===== config.mk =====
export PLATFORM = sky130hd
export DESIGN_NAME = e_out_port_alloc_ctrl
export DESIGN_NICKNAME = d
export VERILOG_FILES = /design/src/rtl/noc_router_pkg.sv /design/src/rtl/noc_credit_counter.sv /design/src/rtl/e_out_port_alloc_ctrl.sv
export SDC_FILE = /design/constraint.sdc
export NUM_CORES = 1
export LEC_CHECK = 0
export CORE_MARGIN = 4
export CORE_UTILIZATION = 43
export DETAILED_ROUTE_END_ITERATION = 16
export PLACE_DENSITY = 0.82
export SYNTH_ARGS = -nofsm -noshare
export SYNTH_HDL_FRONTEND = slang
export SYNTH_HIERARCHICAL = 1
export SYNTH_SLANG_ARGS = --single-unit

===== constraint.sdc =====
create_clock -name clk -period 3.5 [get_ports clk]
set_clock_uncertainty 0.15 [all_clocks]
set_input_delay 0.35 -clock clk [delete_from_list [all_inputs] [get_ports clk]]
set_output_delay 0.35 -clock clk [all_outputs]
set_load 0.05 [all_outputs]

===== src/rtl/noc_router_pkg.sv =====
// Shared definitions for the NOC router output-port allocation logic:
// crossbar source codes, allocation FSM states and the default credit depth.
package noc_router_pkg;

   localparam logic [2:0] PORT_N      = 3'b000;
   localparam logic [2:0] PORT_S      = 3'b001;
   localparam logic [2:0] PORT_W      = 3'b010;
   localparam logic [2:0] PORT_E_IDLE = 3'b011;
   localparam logic [2:0] PORT_L      = 3'b100;

   localparam int DEF_CREDIT_DEPTH = 4;

   typedef enum logic {IDLE, LOCKED} opc_state_t;

   // One-hot owner {n,s,w,l} to crossbar source code.
   function automatic logic [2:0] port_code(input logic [3:0] owner);
      case (owner)
         4'b1000: return PORT_N;
         4'b0100: return PORT_S;
         4'b0010: return PORT_W;
         4'b0001: return PORT_L;
         default: return PORT_E_IDLE;
      endcase
   endfunction

endpackage


===== src/rtl/noc_credit_counter.sv =====
// Downstream credit counter: resets full, counts down on send and up on return,
// saturates at CREDIT_DEPTH and flags a nonzero count.
module noc_credit_counter
   import noc_router_pkg::*;
#(
   parameter int CREDIT_DEPTH = DEF_CREDIT_DEPTH,
   parameter int CNT_W        = $clog2(CREDIT_DEPTH + 1)
) (
   input  logic             clk,
   input  logic             reset,
   input  logic             inc_i,
   input  logic             dec_i,
   output logic [CNT_W-1:0] cnt_o,
   output logic             nonzero_o
);

   localparam logic [CNT_W-1:0] FULL = CNT_W'(CREDIT_DEPTH);

   logic [CNT_W-1:0] cnt_q, cnt_d;

   // Simultaneous send and return cancel out.
   always_comb begin
      cnt_d = cnt_q;
      if (inc_i && !dec_i && (cnt_q != FULL)) begin
         cnt_d = cnt_q + 1'b1;
      end else if (dec_i && !inc_i && (cnt_q != '0)) begin
         cnt_d = cnt_q - 1'b1;
      end
   end

   always_ff @(posedge clk or negedge reset) begin
      if (!reset) begin
         cnt_q <= FULL;
      end else begin
         cnt_q <= cnt_d;
      end
   end

   assign cnt_o     = cnt_q;
   assign nonzero_o = (cnt_q != '0);

endmodule


===== src/rtl/e_out_port_alloc_ctrl.sv =====
// East output-port allocation sequencer: holds the port for a wormhole packet,
// drives crossbar select / buffer pops and rotates the arbiter on completion.
// Optional stall watchdog enabled by defining OPC_WATCHDOG_EN.
module e_out_port_alloc_ctrl
   import noc_router_pkg::*;
#(
   parameter int CREDIT_DEPTH = DEF_CREDIT_DEPTH,
   parameter int CNT_W        = $clog2(CREDIT_DEPTH + 1)
`ifdef OPC_WATCHDOG_EN
   ,
   parameter int WDOG_CYCLES  = 64
`endif
) (
   input  logic             clk,
   input  logic             reset,
   input  logic             grant_n_i,
   input  logic             grant_s_i,
   input  logic             grant_w_i,
   input  logic             grant_l_i,
   input  logic [3:0]       flit_valid_i,
   input  logic [3:0]       flit_tail_i,
   input  logic             credit_return_i,
   output logic [2:0]       xbar_sel_o,
   output logic             xbar_valid_o,
   output logic [3:0]       pop_o,
   output logic             credit_avail_o,
   output logic             change_order_o,
   output logic             locked_o,
   output logic [CNT_W-1:0] credit_cnt_o
`ifdef OPC_WATCHDOG_EN
   ,
   output logic             wdog_timeout_o
`endif
);

   opc_state_t state_q, state_d;
   logic [3:0] owner_q, owner_d;
   logic       change_order_q, change_order_d;
   logic [3:0] grant_vec, grant_pick;
   logic       send, tail_send, wdog_fire;

   assign grant_vec = {grant_n_i, grant_s_i, grant_w_i, grant_l_i};

   // Several grants at once is an arbiter bug; resolve N > S > W > L.
   always_comb begin
      grant_pick = 4'b0000;
      if (grant_vec[3])      grant_pick = 4'b1000;
      else if (grant_vec[2]) grant_pick = 4'b0100;
      else if (grant_vec[1]) grant_pick = 4'b0010;
      else if (grant_vec[0]) grant_pick = 4'b0001;
   end

   assign send      = (state_q == LOCKED) && (|(flit_valid_i & owner_q)) && credit_avail_o;
   assign tail_send = send && (|(flit_tail_i & owner_q));

   always_comb begin
      state_d        = state_q;
      owner_d        = owner_q;
      change_order_d = 1'b0;
      xbar_sel_o     = PORT_E_IDLE;
      locked_o       = 1'b0;
      case (state_q)
         IDLE: begin
            // The arbiter order is stale during the rotate pulse.
            if ((|grant_vec) && !change_order_q) begin
               state_d = LOCKED;
               owner_d = grant_pick;
            end
         end
         LOCKED: begin
            locked_o   = 1'b1;
            xbar_sel_o = port_code(owner_q);
            if (tail_send || wdog_fire) begin
               state_d        = IDLE;
               owner_d        = 4'b0000;
               change_order_d = 1'b1;
            end
         end
      endcase
   end

   always_ff @(posedge clk or negedge reset) begin
      if (!reset) begin
         state_q        <= IDLE;
         owner_q        <= 4'b0000;
         change_order_q <= 1'b0;
      end else begin
         state_q        <= state_d;
         owner_q        <= owner_d;
         change_order_q <= change_order_d;
      end
   end

   assign pop_o          = send ? owner_q : 4'b0000;
   assign xbar_valid_o   = send;
   assign change_order_o = change_order_q;

   noc_credit_counter #(
      .CREDIT_DEPTH (CREDIT_DEPTH),
      .CNT_W        (CNT_W)
   ) u_credit (
      .clk       (clk),
      .reset     (reset),
      .inc_i     (credit_return_i),
      .dec_i     (send),
      .cnt_o     (credit_cnt_o),
      .nonzero_o (credit_avail_o)
   );

`ifdef OPC_WATCHDOG_EN
   localparam int WD_W = $clog2(WDOG_CYCLES);

   logic [WD_W-1:0] stall_q, stall_d;
   logic            wdog_q, wdog_d;

   assign wdog_fire = (state_q == LOCKED) && !send && (stall_q == WD_W'(WDOG_CYCLES - 1));

   always_comb begin
      wdog_d  = wdog_q | wdog_fire;
      stall_d = stall_q + 1'b1;
      if ((state_q != LOCKED) || send || wdog_fire) begin
         stall_d = '0;
      end
   end

   always_ff @(posedge clk or negedge reset) begin
      if (!reset) begin
         stall_q <= '0;
         wdog_q  <= 1'b0;
      end else begin
         stall_q <= stall_d;
         wdog_q  <= wdog_d;
      end
   end

   assign wdog_timeout_o = wdog_q;
`else
   assign wdog_fire = 1'b0;
`endif

endmodule


==> impl_metrics.env <==
export IMPL_core_um2=1350
export IMPL_hp_class="in2async"
export IMPL_finalWirelength_um=1580
export IMPL_setup_tns_ns=0
export IMPL_netlist_instances=70
export IMPL_syn_area_um2=643
export IMPL_synth_edf_count=0
export IMPL_finish_utilization_pct=71.0
export IMPL_drv_cap=0
export IMPL_synth_nets=86
export IMPL_yosysTopAreaCell="dfrtp_1"
export IMPL_clock_sinks=9
export IMPL_critPathMaxStageDelay_ns=0.80
export IMPL_critical_path_endpoint="pop_o[2]"
export IMPL_cts_hold_fix_buffers=0
export IMPL_grt_util_all_layers_pct=16.4
export IMPL_max_freq_mhz=354
export IMPL_antenna_left=0
export IMPL_cts_htree_levels=1
export IMPL_drt_pass1_iter_count=6
export IMPL_synth_area_top_cells="dfrtp_1 31%, nand2_1 4.7%, dfstp_2 4.1%"
export IMPL_yosysSeqAreaShare_pct=35.2
export IMPL_critPathLaunch="u_credit/cnt_o[2]"
export IMPL_n_antenna_cell=0
export IMPL_dp_hpwl_um=1240
export IMPL_irDropWorstVdd_v=0.000473
export IMPL_muxShareOfSynthArea_pct=3.11
export IMPL_endpoint_kind="primary output"
export IMPL_start_util_pct=47.6
export IMPL_drive_above_1_share_pct=10.0
export IMPL_required_ns=3.00
export IMPL_ys_ff_latch=9
export IMPL_path_class="reg2out"
export IMPL_rows=13
export IMPL_die_area_um2=2180
export IMPL_cts_path_max_buffers=2
export IMPL_synth_async_reset_ratio_pct=100
export IMPL_critPathLaunchType="register"
export IMPL_vias_per_cell=5.30
export IMPL_synth_common_cells="8 x dfrtp_1, 8 x nand2_1, 7 x nor2_1"
export IMPL_synth_compound_area_share_pct=24.5
export IMPL_maxSlewHeadroom_pct=63.5
export IMPL_fin_crit_ns=2.83
export IMPL_top_level_ports=29
export IMPL_clockRootBuffer="clkbuf_4"
export IMPL_reg2reg_to="u_credit/cnt_o[2]"
export IMPL_cts_buffers=3
export IMPL_r2r_cells=9
export IMPL_r2r_start="u_credit/cnt_o[1]"
export IMPL_drtIter0Drc=5
export IMPL_grt_pass1_vias=581
export IMPL_yosys_warnings=6
export IMPL_synth_top_area_share_pct=31.1
export IMPL_synth_flop_cell="dfrtp_1"
export IMPL_overflow=0
export IMPL_holdWs_ns=0.219
export IMPL_postCtsSetupRepairBufs=0
export IMPL_r2r_slack_ns=1.16
export IMPL_fill_cells=95
export IMPL_grt_pass1_wl_um=2530
export IMPL_period_share_pct=80.7
export IMPL_antenna_found_initial=0
export IMPL_crit_chain="or3_1 > nand2_1 > a21oi_4 > and2_1 > clkdlybuf4s50_1"
export IMPL_route_detailed_drc=0
export IMPL_areaGrowthSynthToFinish_pct=49.0
export IMPL_synthXorXnorAreaFrac_pct=6.61
export IMPL_final_nets=117
export IMPL_tritoncts="yes"
export IMPL_fp_dieH_um=46.7
export IMPL_worst_pin_slew_ns=0.541
export IMPL_setup_viol_count_final=0
export IMPL_ys_types=30
export IMPL_clk_pin_slew_worst_paths_ns=0.06
export IMPL_power_density_nw_per_um2=928
export IMPL_postSynthAreaPerCell_um2=9.19
export IMPL_rsz0062_at_grt="no"
export IMPL_dieWidth_um=46.7
export IMPL_slew_viol_final=0
export IMPL_ctsResizeCount=0
export IMPL_crit_arrival_ns=2.33
export IMPL_hold_viol=0
export IMPL_synth_simple_gate_area_share_pct=24.7
export IMPL_clkLatencyLatePin_ns=0.26
export IMPL_vias=610
export IMPL_status="finished clean"
export IMPL_synth_top_family_by_area="simple AND/OR/NAND/NOR gates"
export IMPL_leakage_nw=0.368
export IMPL_post_drt_wl_per_cell_um=13.7
export IMPL_place_gp_congestion=0.807
export IMPL_slowest_stage="clkdlybuf4s50_1"
export IMPL_grt_max_degree=12
export IMPL_synth_fa_ha_area_share_pct=3.11
export IMPL_port_buffers=28
export IMPL_path_max_fanout=11
metrics by stage:
| step | instance area, um2 | setup slack (ns) | std cells | total power, mW |
|---|---|---|---|---|
| 5_1_grt | 958 | 0.561 | 115 | 0.952 |
| 4_1_cts | 958 | 0.654 | 115 | 0.892 |
| 3_3_place_gp | 932 | 0.816 | 111 | 0.803 |
| 6_report | 958 | 0.675 | 115 | 0.889 |
| 3_5_place_dp | 932 | 0.779 | 111 | 0.810 |
| 2_1_floorplan | 643 | 0.606 | 70 | 0.633 |
worst max-delay path, delay by kind of cell, from the launching register on:
kind                   cells  cell delay [ns]
flip-flops                 1             0.58
buffers and inverters      1             0.80
AO/OA/AOI/OAI              1             0.29
AND/OR/NAND/NOR            3             0.41
state kept, by name, summed over array words and instances (netlist names):
name and cells:
owner_q 4, u_credit/cnt_o 3, change_order_o 1, state_q 1
report_power, final:
part / internal [mW] / leakage, nW / total (mW) / switching [mW]
Clock: 0.0437 / 0.0150 / 0.0772 / 0.0335
Combinational: 0.228 / 0.240 / 0.596 / 0.369
Sequential: 0.145 / 0.113 / 0.215 / 0.0706
Total: 0.416 / 0.368 / 0.889 / 0.473
layer usage:
layer	part of all wire [%]	global-route usage, %
met5	0	0
met3	7.3	4.30
met4	0	4.97
met1	45	21.1
met2	48	26.9
cells by family after synthesis:
logic type	count (synthesis)
compound gates	18
xor+xnor	4
fa+ha+maj	1
buf+inv	4
flops	9
mux	2
simple gates	32
layout by cell type (no fill, tap or decap), types with 2 or more instances in the layout:
master / instances
xnor2_1: 2
o21ai_1: 3
inv_1: 2
and2_1: 4
or3_1: 2
o21ai_0: 2
nor3_1: 3
nand3_1: 3
nand3b_1: 3
clkbuf_4: 3
mux2i_1: 2
clkdlybuf4s50_1: 28
a22oi_1: 3
a22oi_2: 2
nor2_1: 7
a21oi_1: 2
dfrtp_1: 8
nand2_1: 8
area by class of cell:
class                   count  area, um2  share of cell area (%)
well taps                  15       18.8                    1.96
flip-flops and latches      9        226                    23.6
clock buffers               4       26.3                    2.74
inverters                   2       7.51                   0.783
multi-input cells          57        399                    41.6
repair buffers             28        280                    29.2
worst min-delay path by stage:
stage	slack, ns	end	startpoint
after global placement	0.34	owner_q[3]	change_order_o
after CTS	0.23	change_order_o	reset
final	0.22	change_order_o	reset
after detailed placement	0.33	owner_q[3]	change_order_o
after global routing	0.23	u_credit/cnt_o[1]	reset
after floorplan	-0.1	change_order_o	reset
Note: power is estimated with default switching activity, not from simulation.
